[src/rtl/song_pkg.sv]
// Shared definitions for the song sequencer: default widths, FSM state
// encoding and the reserved ROM values (end-of-song duration, rest note).
package song_pkg;

    localparam int NOTE_W_DFLT = 6;
    localparam int DUR_W_DFLT  = 6;
    localparam int IDX_W_DFLT  = 5;
    localparam int SONG_W_DFLT = 2;

    // A duration of zero marks the end of a song; note zero is a rest.
    localparam int END_DUR   = 0;
    localparam int REST_NOTE = 0;

    typedef enum logic [2:0] {
        ST_IDLE      = 3'd0,
        ST_FETCH     = 3'd1,
        ST_WAIT_ROM  = 3'd2,
        ST_DECODE    = 3'd3,
        ST_WAIT_DONE = 3'd4,
        ST_PAUSE     = 3'd5,
        ST_DONE      = 3'd6
    } state_t;

endpackage

[src/rtl/song_addr_gen.sv]
// Note index within the current song: clear, increment and a flag that
// marks the last word slot of the song.
module song_addr_gen
    import song_pkg::*;
#(
    parameter int IDX_W = IDX_W_DFLT
) (
    input  logic             i_clk,
    input  logic             i_reset,
    input  logic             i_clr,
    input  logic             i_inc,
    output logic [IDX_W-1:0] o_idx,
    output logic             o_last
);

    logic [IDX_W-1:0] r_idx;

    // Index register; clear wins over increment.
    always_ff @(posedge i_clk) begin
        if (!i_reset) begin
            r_idx <= '0;
        end else if (i_clr) begin
            r_idx <= '0;
        end else if (i_inc) begin
            r_idx <= r_idx + 1'b1;
        end
    end

    assign o_idx  = r_idx;
    assign o_last = (r_idx == {IDX_W{1'b1}});

endmodule

[src/rtl/song_sequencer.sv]
// Song sequencer: walks the song ROM and hands {note,duration} words to the
// note player one at a time, with pause/resume, song switching and end of song.
// Build option SONG_LOOP_EN: when defined, a finished song restarts from index 0
// instead of parking in DONE.
//
// state     | meaning
// ----------+----------------------------------------------------------
// IDLE      | stopped, waiting for play
// FETCH     | ROM address presented for the current index
// WAIT_ROM  | ROM read in flight
// DECODE    | ROM word valid: end marker or note to issue
// WAIT_DONE | note issued, waiting for the note player to finish it
// PAUSE     | play low; current index re-fetched on resume
// DONE      | song finished; back to IDLE once play drops
module song_sequencer
    import song_pkg::*;
#(
    parameter int NOTE_W = NOTE_W_DFLT,
    parameter int DUR_W  = DUR_W_DFLT,
    parameter int IDX_W  = IDX_W_DFLT,
    parameter int SONG_W = SONG_W_DFLT
) (
    input  logic                    i_clk,
    input  logic                    i_reset,
    input  logic                    i_play,
    input  logic [SONG_W-1:0]       i_song,
    output logic [SONG_W+IDX_W-1:0] o_rom_addr,
    input  logic [NOTE_W+DUR_W-1:0] i_rom_data,
    output logic [NOTE_W-1:0]       o_note,
    output logic [DUR_W-1:0]        o_duration,
    output logic                    o_new_note,
    input  logic                    i_note_done,
    output logic                    o_song_done
);

    state_t              r_state;
    state_t              w_state_nxt;
    logic [SONG_W-1:0]   r_song_q;
    logic [NOTE_W-1:0]   r_note;
    logic [DUR_W-1:0]    r_dur;
    logic                r_new_note;
    logic                r_song_done;

    logic [IDX_W-1:0]    w_idx;
    logic                w_last;
    logic                w_idx_clr;
    logic                w_idx_inc;
    logic                w_song_ld;
    logic                w_load;
    logic                w_new_note_nxt;
    logic                w_song_done_nxt;
    logic                w_end;
    logic                w_switch;
    logic                w_done_ok;
    logic [NOTE_W-1:0]   w_rom_note;
    logic [DUR_W-1:0]    w_rom_dur;

    assign w_rom_note = i_rom_data[NOTE_W+DUR_W-1:DUR_W];
    assign w_rom_dur  = i_rom_data[DUR_W-1:0];
    assign w_switch   = (i_song != r_song_q);
    // note_done coinciding with our own new_note cannot belong to that note.
    assign w_done_ok  = i_note_done && !r_new_note;

    song_addr_gen #(
        .IDX_W (IDX_W)
    ) u_addr_gen (
        .i_clk   (i_clk),
        .i_reset (i_reset),
        .i_clr   (w_idx_clr),
        .i_inc   (w_idx_inc),
        .o_idx   (w_idx),
        .o_last  (w_last)
    );

    assign o_rom_addr = {r_song_q, w_idx};

    // Next-state and control decode.
    always_comb begin
        w_state_nxt     = r_state;
        w_idx_clr       = 1'b0;
        w_idx_inc       = 1'b0;
        w_song_ld       = 1'b0;
        w_load          = 1'b0;
        w_new_note_nxt  = 1'b0;
        w_song_done_nxt = 1'b0;
        w_end           = 1'b0;

        case (r_state)
            ST_IDLE: begin
                if (i_play) begin
                    w_song_ld   = 1'b1;
                    w_idx_clr   = 1'b1;
                    w_state_nxt = ST_FETCH;
                end
            end
            ST_DONE: begin
                if (!i_play) begin
                    w_state_nxt = ST_IDLE;
                end
            end
            default: begin
                if (w_switch) begin
                    // A song change outranks everything, including note_done.
                    w_song_ld   = 1'b1;
                    w_idx_clr   = 1'b1;
                    w_state_nxt = i_play ? ST_FETCH : ST_PAUSE;
                end else begin
                    case (r_state)
                        ST_FETCH: begin
                            w_state_nxt = i_play ? ST_WAIT_ROM : ST_PAUSE;
                        end
                        ST_WAIT_ROM: begin
                            w_state_nxt = i_play ? ST_DECODE : ST_PAUSE;
                        end
                        ST_DECODE: begin
                            if (!i_play) begin
                                w_state_nxt = ST_PAUSE;
                            end else if (w_rom_dur == DUR_W'(END_DUR)) begin
                                w_end = 1'b1;
                            end else begin
                                w_load         = 1'b1;
                                w_new_note_nxt = 1'b1;
                                w_state_nxt    = ST_WAIT_DONE;
                            end
                        end
                        ST_WAIT_DONE: begin
                            if (w_done_ok) begin
                                if (w_last) begin
                                    w_end = 1'b1;
                                end else begin
                                    w_idx_inc   = 1'b1;
                                    w_state_nxt = i_play ? ST_FETCH : ST_PAUSE;
                                end
                            end else if (!i_play) begin
                                w_state_nxt = ST_PAUSE;
                            end
                        end
                        ST_PAUSE: begin
                            if (i_play) begin
                                w_state_nxt = ST_FETCH;
                            end
                        end
                        default: begin
                            w_state_nxt = ST_IDLE;
                        end
                    endcase
                end
            end
        endcase

        if (w_end) begin
            w_song_done_nxt = 1'b1;
`ifdef SONG_LOOP_EN
            w_idx_clr       = 1'b1;
            w_state_nxt     = i_play ? ST_FETCH : ST_PAUSE;
`else
            w_state_nxt     = ST_DONE;
`endif
        end
    end

    // State and song-select registers.
    always_ff @(posedge i_clk) begin
        if (!i_reset) begin
            r_state  <= ST_IDLE;
            r_song_q <= '0;
        end else begin
            r_state <= w_state_nxt;
            if (w_song_ld) begin
                r_song_q <= i_song;
            end
        end
    end

    // Output registers: note/duration held until the next issue, single-cycle pulses.
    always_ff @(posedge i_clk) begin
        if (!i_reset) begin
            r_note      <= NOTE_W'(REST_NOTE);
            r_dur       <= '0;
            r_new_note  <= 1'b0;
            r_song_done <= 1'b0;
        end else begin
            if (w_load) begin
                r_note <= w_rom_note;
                r_dur  <= w_rom_dur;
            end
            r_new_note  <= w_new_note_nxt;
            r_song_done <= w_song_done_nxt;
        end
    end

    assign o_note      = r_note;
    assign o_duration  = r_dur;
    assign o_new_note  = r_new_note;
    assign o_song_done = r_song_done;

endmodule

[config.mk]
export PLATFORM = sky130hd
export DESIGN_NAME = song_sequencer
export DESIGN_NICKNAME = d
export VERILOG_FILES = /design/src/rtl/song_pkg.sv /design/src/rtl/song_addr_gen.sv /design/src/rtl/song_sequencer.sv
export SDC_FILE = /design/constraint.sdc
export NUM_CORES = 1
export LEC_CHECK = 0
export ABC_AREA = 0
export BUFFER_PORTS_ARGS = -buffer_cell sky130_fd_sc_hd__buf_2
export CORE_ASPECT_RATIO = 1.25
export CORE_MARGIN = 10
export CORE_UTILIZATION = 48
export DETAILED_ROUTE_END_ITERATION = 10
export GPL_ROUTABILITY_DRIVEN = 0
export PLACE_DENSITY = 0.76
export SLEW_MARGIN = 20
export SYNTH_ARGS = -nofsm -noshare
export SYNTH_HDL_FRONTEND = slang
export SYNTH_SLANG_ARGS = --single-unit
[constraint.sdc]
create_clock -name i_clk -period 3.5 [get_ports i_clk]
set_input_delay 0.35 -clock i_clk [delete_from_list [all_inputs] [get_ports i_clk]]
set_output_delay 0.35 -clock i_clk [all_outputs]
set_load 0.005 [all_outputs]
==> flow_summary_export.csv <==
group,metric,value,unit
clock_network,post-cts-setup-buffers,0,
synthesis,yosys.area_share.simple,26.78,%
routing,drt_pre_antenna_iters,4,
min_path,min_to,"o_duration[2]",
synthesis,share_of_yosys_cell_area_claimed_by_the_top_area_cell_type,39.10,%
finish,stdcell_area,1436,um^2
clock_network,clockRootBuffer,"sky130_fd_sc_hd__clkbuf_4",
clock_network,clk_transition_reported_paths,0.12,ns
sta,setup_repair_after_global_routing_missed_its_margin,"no",
finish,insertedDiodeCount,0,
floorplan,initial_utilization,50.10,%
floorplan,number_of_top_level_pins,39,
power,p_leak,0.0006325,uW
synthesis,syn_nets,165,
placement,place_hpwl,2329,um
sta,totalNegativeSetupSlack,0,ns
synthesis,ffs_w_async_s_r_synth,0,%
sta,worst_hold_slack,0.2846,ns
synthesis,post_synthesis_share_of_cell_area_spent_on_xor_and_xnor_gates,4.786,%
clock_network,holdBufCountCts,0,
finish,flow.area_growth_from_synthesis,16.90,%
clock_network,htree_num_levels,1,
floorplan,die_area,4996,um^2
setup_path,crit_cells,7,
synthesis,syn-mean-instance-area,8.474,um^2
setup_path,crit_family,"simple AND/OR/NAND/NOR gates",
sta,final-max-slew-violation-count,0,
power,p_total,543.8,uW
synthesis,synth_top_area_cell,"sky130_fd_sc_hd__dfxtp_1",
sta,timing.slew.headroom,71.57,%
routing,detail_route.wl_per_cell,13.96,um
min_path,worst_hold_startpoint,"i_rom_data[2]",
job,maxCapViolations,0,
sta,finalCriticalPeriod,1.965,ns
finish,post_route_cells_drive_above_1_share,28.25,%
global_route,grt_antenna_before_repair,0,
placement,place.port_buffers,38,
sta,max_freq,508.8,MHz
synthesis,yosys.area_share.adder,2.037,%
placement,placement.cell_area,1414,um^2
synthesis,ys.warnings.count,0,
power,vdd_ir_drop_max,270.8,uV
clock_network,tritoncts_clock_tree,"yes",
clock_network,clock_sink_count,24,
finish,finish.net_count,199,
finish,fin_cells,210,
clock_network,cts-buffers-inserted,3,
setup_path,setup_crit_path_kind,"reg -> reg",
setup_path,worst_r2r_path_depth,7,
global_route,first_global_vias,1125,
synthesis,synth_compound_gate_area_share,19.65,%
synthesis,yosysSeqAreaShare,39.10,%
setup_path,r2r_endpoint,"u_addr_gen.o_idx[3]",
synthesis,synthesis.instances,145,
sta,worst_slew_pin_slew,0.4253,ns
floorplan,core,2452,um^2
min_path,worstHoldPathCells,3,
synthesis,leading_cell_types_by_total_area_after_synthesis,"sky130_fd_sc_hd__dfxtp_1 (39%), sky130_fd_sc_hd__o21ai_0 (7.7%), sky130_fd_sc_hd__a21oi_1 (5.7%)",
routing,via_count,1179,
floorplan,floorplan.die.width,65.25,um
setup_path,critPathLaunch,"u_addr_gen.o_idx[0]",
global_route,grt_util_all_layers,11.96,%
setup_path,worst_setup_path_end_kind,"flip-flop",
placement,place_inst,207,
setup_path,worst_path_buffer_plus_inverter_count,0,
clock_network,clock_insertion_delay_worst_skew,0.30,ns
setup_path,worst_setup_slack_for_register_to_register_paths,1.53,ns
setup_path,start_kind,"flip-flop",
setup_path,required,3.75,ns
synthesis,synth_top_family_by_area,"simple AND/OR/NAND/NOR gates",
floorplan,rows,20,
setup_path,cp.arrival,2.21,ns
clock_network,clock_tree_buffer_depth,2,
routing,viasPerCell,5.614,
min_path,hold_class,"in -> reg",
routing,drt_drc_violations_left,0,
status,result_of_the_run,"finished, final reports clean",
setup_path,crit_top_cell,"sky130_fd_sc_hd__ha_1",
routing,postRouteAntennaNets,0,
sta,final-setup-viol-count,0,
synthesis,synthDistinctLibCells,39,
setup_path,critical_path_peak_fanout,7,
global_route,grt_start_max_net_pins,15,
sta,fin_worst_skew,0.003897,ns
floorplan,floorplan.die.height,76.57,um
sta,total_count_of_hold_check_failures_in_the_final_report,0,
setup_path,cp_cell_sequence,"ha_1 -> and3_1 -> ha_1 -> nor3b_2 -> nand4_4 -> or3_1 -> a21oi_2",
synthesis,edff_count_synth,0,
routing,drtIter0Drc,84,
routing,route.final.wire_length,2932,um
synthesis,ys_ff_latch,24,
global_route,grt.overflow.total,0,
power,power-per-cell-area,378.6,nW/um^2
global_route,grt_first_pass_wirelength,5050,um
setup_path,crit_slowest_cell,"sky130_fd_sc_hd__or3_1",
sta,min_period_over_period,56.16,%
synthesis,synth.area.mux_share,3.259,%
synthesis,synth_top_flop_cell,"sky130_fd_sc_hd__dfxtp_1",
setup_path,r2r-start,"u_addr_gen.o_idx[0]",
setup_path,cpPeakStageDelay,0.40,ns
synthesis,synth_area,1229,um^2
clock_network,cts_repair_resize_count,0,
[final cells by class]
type                       count  area, um^2
multi-input combinational    110       694.4
timing repair buffer          38       190.2
clock buffer                   3       22.52
sequential                    24       480.5
inverter                       2       7.507
fill                         259        1016
tap                           33       41.29
[layer usage]
layer  up-vias  routed length (um)  global-route usage [%]
met5         -                   0                       0
met4         0                  17                   3.863
met3         2                 304                   4.853
met2        48                1448                   19.96
met1       545                1161                   13.19
li1        584                   -                       -
[stage by stage]
stage	worst slack (ns)	utilization, %
finish	1.535	58.57
global route	1.435	58.57
CTS	1.529	58.57
detailed placement	1.559	57.65
global placement	1.608	57.65
floorplan	1.634	-
[where the power goes]
part | internal [uW] | switching (uW) | total, uW
registers | 284 | 24.2 | 308
logic | 57.2 | 61.7 | 119
clock network | 40.1 | 76.6 | 117
[worst max path at each step]
stage / to
floorplan: u_addr_gen.o_idx[3]
global placement: u_addr_gen.o_idx[3]
detailed placement: u_addr_gen.o_idx[3]
CTS: u_addr_gen.o_idx[3]
global route: u_addr_gen.o_idx[3]
finish: u_addr_gen.o_idx[3]
[sequential cells by signal (all words and copies together) (netlist names)]
| signal | flops |
|---|---|
| o_duration | 6 |
| o_song_done | 1 |
| o_new_note | 1 |
| o_note | 6 |
| r_state | 3 |
| u_addr_gen.o_idx | 5 |
| r_song_q | 2 |
[kinds of logic (layout without fill, tap and decap cells)]
family | Yosys count | in the layout
compound gates | 42 | 42
simple gates | 57 | 57
mux | 4 | 4
fa+ha+maj | 2 | 2
buf+inv | 11 | 43
xor+xnor | 5 | 5
flops | 24 | 24
[worst min-delay path: cells and delay by family]
| kind | cells | cell delay [ns] |
|---|---|---|
| buffers and inverters | 1 | 0.10 |
| AND/OR/NAND/NOR | 1 | 0.05 |
| AO/OA/AOI/OAI | 1 | 0.05 |
[cells in the final DEF (no fill, tap or decap), drive strengths merged, types with 4 or more instances in the layout]
cell   count
buf       38
dfxtp     24
o21ai     19
a21oi     15
nand2     14
nand3     10
nor2       9
and3       5
mux2i      4
[Yosys cell counts (all sizes together) (3+ instances only)]
cell	count
nand3	10
nor2b	3
mux2i	4
nor3b	3
and3	5
clkbuf	5
dfxtp	24
xor2	3
o21ai	19
nand2	14
buf	4
a21oi	15
nor2	9
Note: power is estimated with default switching activity, not from simulation.
